`config.mk`:
```
export PLATFORM = sky130hd
export DESIGN_NAME = ars_sha1_feeder
export DESIGN_NICKNAME = d
export VERILOG_FILES = /design/src/rtl/ars_sha1_pkg.sv /design/src/rtl/ars_sha1_feeder.sv
export SDC_FILE = /design/constraint.sdc
export NUM_CORES = 2
export LEC_CHECK = 0
export BUFFER_PORTS_ARGS = -buffer_cell sky130_fd_sc_hd__buf_2
export CAP_MARGIN = 20
export CORE_UTILIZATION = 65
export CTS_BUF_LIST = sky130_fd_sc_hd__clkbuf_2 sky130_fd_sc_hd__clkbuf_4 sky130_fd_sc_hd__clkbuf_8
export CTS_CLUSTER_DIAMETER = 150
export DETAILED_ROUTE_END_ITERATION = 12
export PLACE_DENSITY_LB_ADDON = 0.12
export SYNTH_ARGS = -nofsm -noshare
export SYNTH_HDL_FRONTEND = slang
export SYNTH_SLANG_ARGS = --single-unit
```
`constraint.sdc`:
```
create_clock -name clk -period 40.5 [get_ports clk]
set_clock_uncertainty 0.15 [all_clocks]
set_input_delay 4.05 -clock clk [delete_from_list [all_inputs] [get_ports clk]]
set_output_delay 4.05 -clock clk [all_outputs]
set_load 0.005 [all_outputs]
```
`src/rtl/ars_sha1_pkg.sv`:
```
// Shared constants and types for the SHA-1 message feeder.
package ars_sha1_pkg;

    localparam int BLOCK_WORDS = 16;
    localparam int BLOCK_BYTES = 64;
    localparam int LEN_OFFSET  = 56;

    // Standard SHA-1 initial chaining value (H0..H4).
    localparam logic [159:0] SHA1_IV =
        160'h67452301_EFCDAB89_98BADCFE_10325476_C3D2E1F0;

    // Terminator byte appended right after the last message byte.
    localparam logic [7:0] PAD_BYTE = 8'h80;

    typedef enum logic [2:0] {
        ST_IDLE,
        ST_FILL,
        ST_PAD,
        ST_LEN,
        ST_WAIT_CORE,
        ST_LOAD,
        ST_START,
        ST_HASH
    } state_t;

    // Lowest bit of a byte lane inside a big-endian word: offset 0 -> [31:24].
    function automatic logic [4:0] byte_lane_lsb(input logic [1:0] off);
        return {~off, 3'b000};
    endfunction

endpackage

```
`src/rtl/ars_sha1_feeder.sv`:
```
// Collects a byte stream into 512-bit blocks, applies SHA-1 padding and the
// 64-bit bit-length, and streams each block into an external SHA-1 core.
module ars_sha1_feeder
    import ars_sha1_pkg::*;
(
    input  logic         clk,
    input  logic         reset,
    input  logic         in_valid,
    input  logic [7:0]   in_data,
    input  logic         in_last,
    input  logic         in_empty,
    output logic         in_ready,
    output logic [31:0]  din,
    output logic         load,
    output logic         start,
    output logic         use_prev_cv,
    output logic [159:0] cv,
    input  logic         core_busy,
    input  logic [159:0] cv_next,
    output logic [159:0] digest,
    output logic         digest_valid
);

    state_t        r_state;
    state_t        w_next;
    logic [31:0]   r_buf [BLOCK_WORDS];
    logic [6:0]    r_off;          // next free byte in the block, 0..64
    logic [60:0]   r_cnt;          // message length in bytes, wraps mod 2^61
    logic [3:0]    r_idx;          // word being loaded into the core
    logic          r_first;        // next block is the first of its message
    logic          r_msg_end;      // in_last already accepted
    logic          r_pad_done;     // 0x80 terminator already placed
    logic          r_final_blk;    // current block carries the length field
    logic          r_hash_first;   // first HASH cycle, core_busy not yet valid
    logic [159:0]  r_digest;
    logic          r_digest_valid;

    logic          w_accept;
    logic          w_take_byte;
    logic          w_full;
    logic          w_pad_write;
    logic          w_hash_done;
    logic [63:0]   w_len_field;

    assign w_accept    = in_valid && in_ready;
    assign w_take_byte = w_accept && !(in_last && in_empty);
    assign w_full      = (r_off == 7'(BLOCK_BYTES));
    assign w_pad_write = (r_state == ST_PAD) && !r_pad_done && !w_full;
    assign w_hash_done = (r_state == ST_HASH) && !r_hash_first && !core_busy;
    assign w_len_field = {r_cnt, 3'b000};

    assign cv           = SHA1_IV;
    assign digest       = r_digest;
    assign digest_valid = r_digest_valid;

    // State register.
    always_ff @(posedge clk or posedge reset) begin
        // NOTE: sequential state uses <= so every flop samples pre-edge values.
        if (reset) r_state <= ST_IDLE;
        else       r_state <= w_next;
    end

    // Next-state decode.
    always_comb begin
        // NOTE: default assignment first keeps this purely combinational (no latch).
        w_next = r_state;
        unique case (r_state)
            ST_IDLE, ST_FILL: begin
                if (w_accept) begin
                    if (in_last)                        w_next = ST_PAD;
                    else if (r_off == 7'(BLOCK_BYTES - 1)) w_next = ST_WAIT_CORE;
                    else                                w_next = ST_FILL;
                end
            end
            ST_PAD: begin
                // Terminator fits before the length field -> finish this block;
                // otherwise hash it and build a length-only block afterwards.
                if (r_pad_done)                    w_next = ST_LEN;
                else if (w_full)                   w_next = ST_WAIT_CORE;
                else if (r_off < 7'(LEN_OFFSET))   w_next = ST_LEN;
                else                               w_next = ST_WAIT_CORE;
            end
            ST_LEN:       w_next = ST_WAIT_CORE;
            ST_WAIT_CORE: if (!core_busy) w_next = ST_LOAD;
            ST_LOAD:      if (r_idx == 4'(BLOCK_WORDS - 1)) w_next = ST_START;
            ST_START:     w_next = ST_HASH;
            ST_HASH: begin
                if (w_hash_done) begin
                    if (r_final_blk)    w_next = ST_IDLE;
                    else if (r_msg_end) w_next = ST_PAD;
                    else                w_next = ST_FILL;
                end
            end
            default:      w_next = ST_IDLE;
        endcase
    end

    // Outputs decoded from the current state.
    always_comb begin
        in_ready    = ((r_state == ST_IDLE) || (r_state == ST_FILL)) && !w_full;
        load        = (r_state == ST_LOAD);
        start       = (r_state == ST_START);
        use_prev_cv = (r_state == ST_START) && !r_first;
        din         = (r_state == ST_LOAD) ? r_buf[r_idx] : 32'h0;
    end

    // Block buffer, counters and message bookkeeping.
    always_ff @(posedge clk or posedge reset) begin
        if (reset) begin
            // NOTE: the buffer is reset because padding relies on unwritten bytes being zero.
            for (int i = 0; i < BLOCK_WORDS; i++) r_buf[i] <= '0;
            r_off          <= '0;
            r_cnt          <= '0;
            r_idx          <= '0;
            r_first        <= 1'b1;
            r_msg_end      <= 1'b0;
            r_pad_done     <= 1'b0;
            r_final_blk    <= 1'b0;
            r_hash_first   <= 1'b0;
            r_digest       <= '0;
            r_digest_valid <= 1'b0;
        end else begin
            r_digest_valid <= 1'b0;
            r_hash_first   <= (r_state == ST_START);

            if (w_take_byte) begin
                r_buf[r_off[5:2]][byte_lane_lsb(r_off[1:0]) +: 8] <= in_data;
                r_off <= r_off + 7'd1;
                r_cnt <= r_cnt + 61'd1;
            end
            if (w_accept && in_last) r_msg_end <= 1'b1;

            if (w_pad_write) begin
                r_buf[r_off[5:2]][byte_lane_lsb(r_off[1:0]) +: 8] <= PAD_BYTE;
                r_off      <= r_off + 7'd1;
                r_pad_done <= 1'b1;
            end

            if (r_state == ST_LEN) begin
                r_buf[BLOCK_WORDS - 2] <= w_len_field[63:32];
                r_buf[BLOCK_WORDS - 1] <= w_len_field[31:0];
                r_final_blk            <= 1'b1;
            end

            if (r_state == ST_LOAD)  r_idx   <= r_idx + 4'd1;
            if (r_state == ST_START) r_first <= 1'b0;

            if (w_hash_done) begin
                for (int i = 0; i < BLOCK_WORDS; i++) r_buf[i] <= '0;
                r_off <= '0;
                if (r_final_blk) begin
                    r_digest       <= cv_next;
                    r_digest_valid <= 1'b1;
                    r_cnt          <= '0;
                    r_first        <= 1'b1;
                    r_msg_end      <= 1'b0;
                    r_pad_done     <= 1'b0;
                    r_final_blk    <= 1'b0;
                end
            end
        end
    end

endmodule

```
=== Yosys cells after proc, flatten, opt, wreduce, memory -nomap -nowiden ===
Index checks and enable logic that the tools add are counted.

* Bits in registers: 753
* Output and inout bits: 357

* Add/sub/neg operators: 4
* Magnitude comparators: 4
* Equal/unequal tests: 14
* Shifts and indexed selects: 3
* Muxes and demuxes: 44
* Bitwise operators: 3
* Reductions and logical operators: 23

{| class="wikitable"
|+ Operators with widths
! cell !! number
|-
| two-way mux 512 bit || 3
|-
| bitwise mux 512 bit || 2
|-
| two-way mux 61 bit || 3
|-
| binary-select mux 32 bit (select 4 bit) || 1
|-
| demux 32 bit (select 4 bit) || 1
|-
| two-way mux 32 bit || 4
|-
| two-way mux 64 bit || 1
|-
| adder 61 x 1 -> 61 bit (second input constant) || 1
|-
| variable shift 8 x 7 -> 32 bit (first input constant) || 1
|-
| variable part select 8 x 7 -> 32 bit || 1
|-
| variable part select 8 x 7 -> 32 bit (first input constant) || 1
|-
| two-way mux 3 bit || 9
|-
| two-way mux 7 bit || 3
|-
| one-hot mux 3 bit (7 select lines) || 1
|-
| two-way mux 1 bit || 14
|-
| equality test 3 bit (second input constant) || 4
|-
| logical AND 1 bit || 11
|-
| >= comparator 5 bit (second input constant) || 2
|-
| NOT 4 -> 5 bit || 2
|-
| adder 7 x 1 -> 7 bit (second input constant) || 1
|-
| equality test 7 x 6 -> 1 bit (second input constant) || 1
|-
| equality test 7 bit (second input constant) || 1
|-
| less-than comparator 7 x 6 -> 1 bit (second input constant) || 1
|-
| negator 5 -> 7 bit || 1
|-
| 16 further kinds || 25
|}

=== Depth between registers and ports, before layout ===
* Depth in word-level cells: 11
* Mapped depth: 11
* Gate-level depth less buffers: 7

=== Least setup slack after synthesis ===
OpenSTA, ideal clock, no wires.

* Kind: register to output
* Start: reg r_idx[0]
* End: out din[14]
* Data arrival time: 2435 ps
* Path slack: 33865 ps
* Cell stages (with the launch flop): 7
* Path buffers: 3
* Cell sequence: dfrtp_1 clkbuf_1 clkbuf_1 buf_1 mux4_2 mux4_2 and2_1

* Cells in the longest elaborated chain, start to end: 5

{| class="wikitable"
|+ Ends and longest elaborated chain
! item !! RTL line !! source
|-
| from (decl) || ars_sha1_feeder.sv:29 || <nowiki>logic [3:0] r_idx;</nowiki>
|-
| from (signal assigned) || ars_sha1_feeder.sv:145 || <nowiki>if (r_state == ST_LOAD) r_idx <= r_idx + 4'd1;</nowiki>
|-
| NOT 4 -> 5 bit (implied by the code) || ars_sha1_feeder.sv:104 || <nowiki>din = (r_state == ST_LOAD) ? r_buf[r_idx] : 32'h0;</nowiki>
|-
| binary-select mux 32 bit (select 4 bit) || ars_sha1_feeder.sv:104 ||
|-
| two-way mux 32 bit (implied by the code) (2 in a row) || ars_sha1_feeder.sv:104 ||
|-
| two-way mux 32 bit || ars_sha1_feeder.sv:104 ||
|-
| to (decl) || ars_sha1_feeder.sv:13 || <nowiki>output logic [31:0] din,</nowiki>
|}

No other way between the ends. The select of a mux whose other input is x is not followed.

=== Final worst setup path ===
* Start: reg r_idx[1]
* End: out din[31]

Same word-level chain as after synthesis.

==> reports/qor.csv <==
stage;metric;value;unit
sta;RSZ-0062 raised after global routing;no;
synth;ys flop type;dfrtp_1;
sta;Finish-stage setup viols;0;
grt;largest net degree at the start of global routing;178;
sta;FMAX;0.117;GHz
synth;Post-Syn Area;37800;sq um
worst_setup_path;critical path type;reg -> out;
clock_network;CTS tree;done;
clock_network;CTS sink cnt;753;
synth;EDFF count, synth;0;
clock_network;Hold-fix buffers, CTS;0;
clock_network;root buffer cell;clkbuf_8;
die;IO Pins;531;
placement;Port Buf Inserts;370;
placement;dpl hpwl;74.4;mm
clock_network;postcts setup bufs;0;
worst_setup_path;CP Max Fanout;49;
worst_setup_path;Worst Setup End Kind;output port;
clock_network;clock-pin transition on the worst setup and hold timing paths;0.06;ns
detailed_routing;# DRC;0;
detailed_routing;starting DRC count in detailed routing;3862;
clock_network;H-tree levels;3;
worst_setup_path;arrival time at the worst endpoint;4.37;ns
synth;YS warnings;0;
sta;Hold Fails Final Rpt;0;
grt;initial antenna violation count;11;
outcome;status;complete, no violations;
worst_setup_path;slowest CP cell;dfrtp_4;
synth;Synth area leaders;dfrtp_1 50%, nand2_1 11%, mux4_2 9.5%;
detailed_routing;WL final;114;mm
sta;Slew @ Worst Pin;1.20;ns
die;core box area;56900;sq um
worst_setup_path;biggest cell delay along the critical path;0.93;ns
synth;Synth area leader;dfrtp_1;
die;die height;243;um
sta;Final min period;8.57;ns
die;Die Wd;243;um
synth;synthesis-stage register bit count;753;
synth;Synth Instances;4056;
hold_path;worst hold path class;reg -> reg;
placement;placed cell areas;39100;sq um
die;Initial Utilization;66.3;%
detailed_routing;Post-DRT Antenna Nets;0;
finish;area grow syn2layout;10.8;%
detailed_routing;via count;32058;
worst_setup_path;R2R setup slack;35.73;ns
grt;grt ovf;0;
synth;Syn Area/Cell;9.31;sq um
placement;Final GP Congestion;0.921;
grt;vias in the first global route;30393;
detailed_routing;DR WL/cell;22.2;um
die;# rows;87;
synth;share of Yosys cell area claimed by the top area cell type;49.8;%
finish;fill count;4240;
clock_network;total CTS buffers;121;
sta;fin. max-slew vios;0;
finish;register area;18900;sq um
finish;fin cells;5142;
job;max cap viols;0;
clock_network;Resized cells post-CTS;0;
finish;Finished Cell Area;41900;sq um
clock_network;maximum clock path buffer count;3;
synth;count leader, synth;nand2_1;
detailed_routing;vias per cell;6.23;
power;Max VDD drop;0.0415;mV
synth;Post-synth ARST share;100;%
synth;register area share after synthesis;49.9;%
power;Pleak;19.1;nW
power;Power Dens Cells;54.6;nW/um^2
grt;GRT Util Overall;38.2;%
detailed_routing;Pre-antenna DRT Iters;8;
sta;Setup TNS;0;ns
sta;hold slack;0.317;ns
finish;layout cells sized above 1;18.8;%
worst_setup_path;Worst EP required;36.30;ns
worst_setup_path;CP cell instances;buf_4 > buf_4 > mux4_2 > mux4_2 > and2_1 > buf_2;
clock_network;worst-skew pair later-pin latency;0.76;ns
die;Total Die Area;59100;sq um
sta;Final period util;21.2;%
grt;global-route wire length before repair;176;mm
power;total power;2.29;mW
finish;multi-input logic area;17000;sq um
sta;Slew headroom;19.8;%
synth;post-synth cell types;59;
synth;synth cell count leaders;1101 x nand2_1, 752 x dfrtp_1, 542 x o21ai_0;
worst_setup_path;CP startpoint kind;flip-flop;
finish;fin nets;4452;
placement;placed cell count;4899;
cell usage in the layout (no fill, tap or decap), types with 19 or more instances in the layout:
cell and count:
nor2_1 57, nand4_1 29, and2_0 28, a21oi_1 495, nand3_1 34, conb_1 160
mux4_2 160, clkbuf_4 29, clkinv_2 30, or3_1 19, o21ai_0 541, o31ai_1 21
clkbuf_8 159, and2_1 120, buf_4 37, dfrtp_1 748, mux2i_1 56, buf_2 370
or4_1 24, nand2_1 1099
state kept, by name, indices dropped and copies added, names as in the netlist:
name / cells
r_msg_end: 1
r_hash_first: 1
digest: 160
r_pad_done: 1
r_idx: 4
digest_valid: 1
r_state: 3
r_cnt: 61
r_off: 7
r_final_blk: 1
r_first: 1
r_buf: 512
power by group:
group / switching (mW) / internal, mW / leakage, nW / total [mW]
clock: 0.318 / 0.398 / 1.46 / 0.717
combinational: 0.389 / 0.218 / 7.41 / 0.607
sequential: 0.103 / 0.861 / 10.3 / 0.964
worst paths after layout:
check / startpoint / cells after the start / endpoint
min: digest[14] / 2 / digest[14]
max: r_idx[1] / 6 / din[31]
min in group asynchronous: reset / 2 / r_idx[2]
min reg2reg: digest[14] / 2 / digest[14]
max reg2reg: r_off[5] / 8 / r_buf[458]
max in group asynchronous: reset / 4 / r_buf[11]
worst max-delay path, delay by kind of cell, from the launching register on:
kind / cells / cell delay [ns]
buffers and inverters: 3 / 1.39
muxes: 2 / 1.05
and+or+nand+nor: 1 / 0.20
DFF: 1 / 0.93
per-stage QoR:
stage          util (%)  setup WS, ns
2_1_floorplan         -         15.17
3_3_place_gp       68.6         32.10
3_5_place_dp       68.6         32.03
4_1_cts            73.3         31.23
5_1_grt            73.5         31.77
6_report           73.5         31.93
layout make-up:
class | count | area share [%]
antenna | 13 | 0.0777
clock buffer | 188 | 5.75
clock inverter | 38 | 0.681
inverter | 14 | 0.155
multi-input combinational | 2967 | 40.7
sequential | 753 | 45.0
tap | 756 | 2.26
timing repair buffer | 413 | 5.38
logic make-up after synthesis:
logic type	Yosys count	share of synthesized area, %
fa+ha+maj	8	0.265
compound gates	1088	14.7
buf+inv	494	6.72
other cells	2	0.0199
mux	217	11.1
xor+xnor	27	0.626
simple gates	1467	16.7
flops	753	49.9
per-layer routing:
metal / track usage (%) / share of wire, % / up-vias / routed length (um)
met3: 11.2 / 12 / 330 / 13300
met2: 56.4 / 46 / 1987 / 52500
met4: 15.4 / 3.9 / 2 / 4440
met1: 53.4 / 38 / 15694 / 43800
met5: 0 / 0.014 / - / 16
li1: - / - / 14045 / -
(Power assumes the default switching activity.)
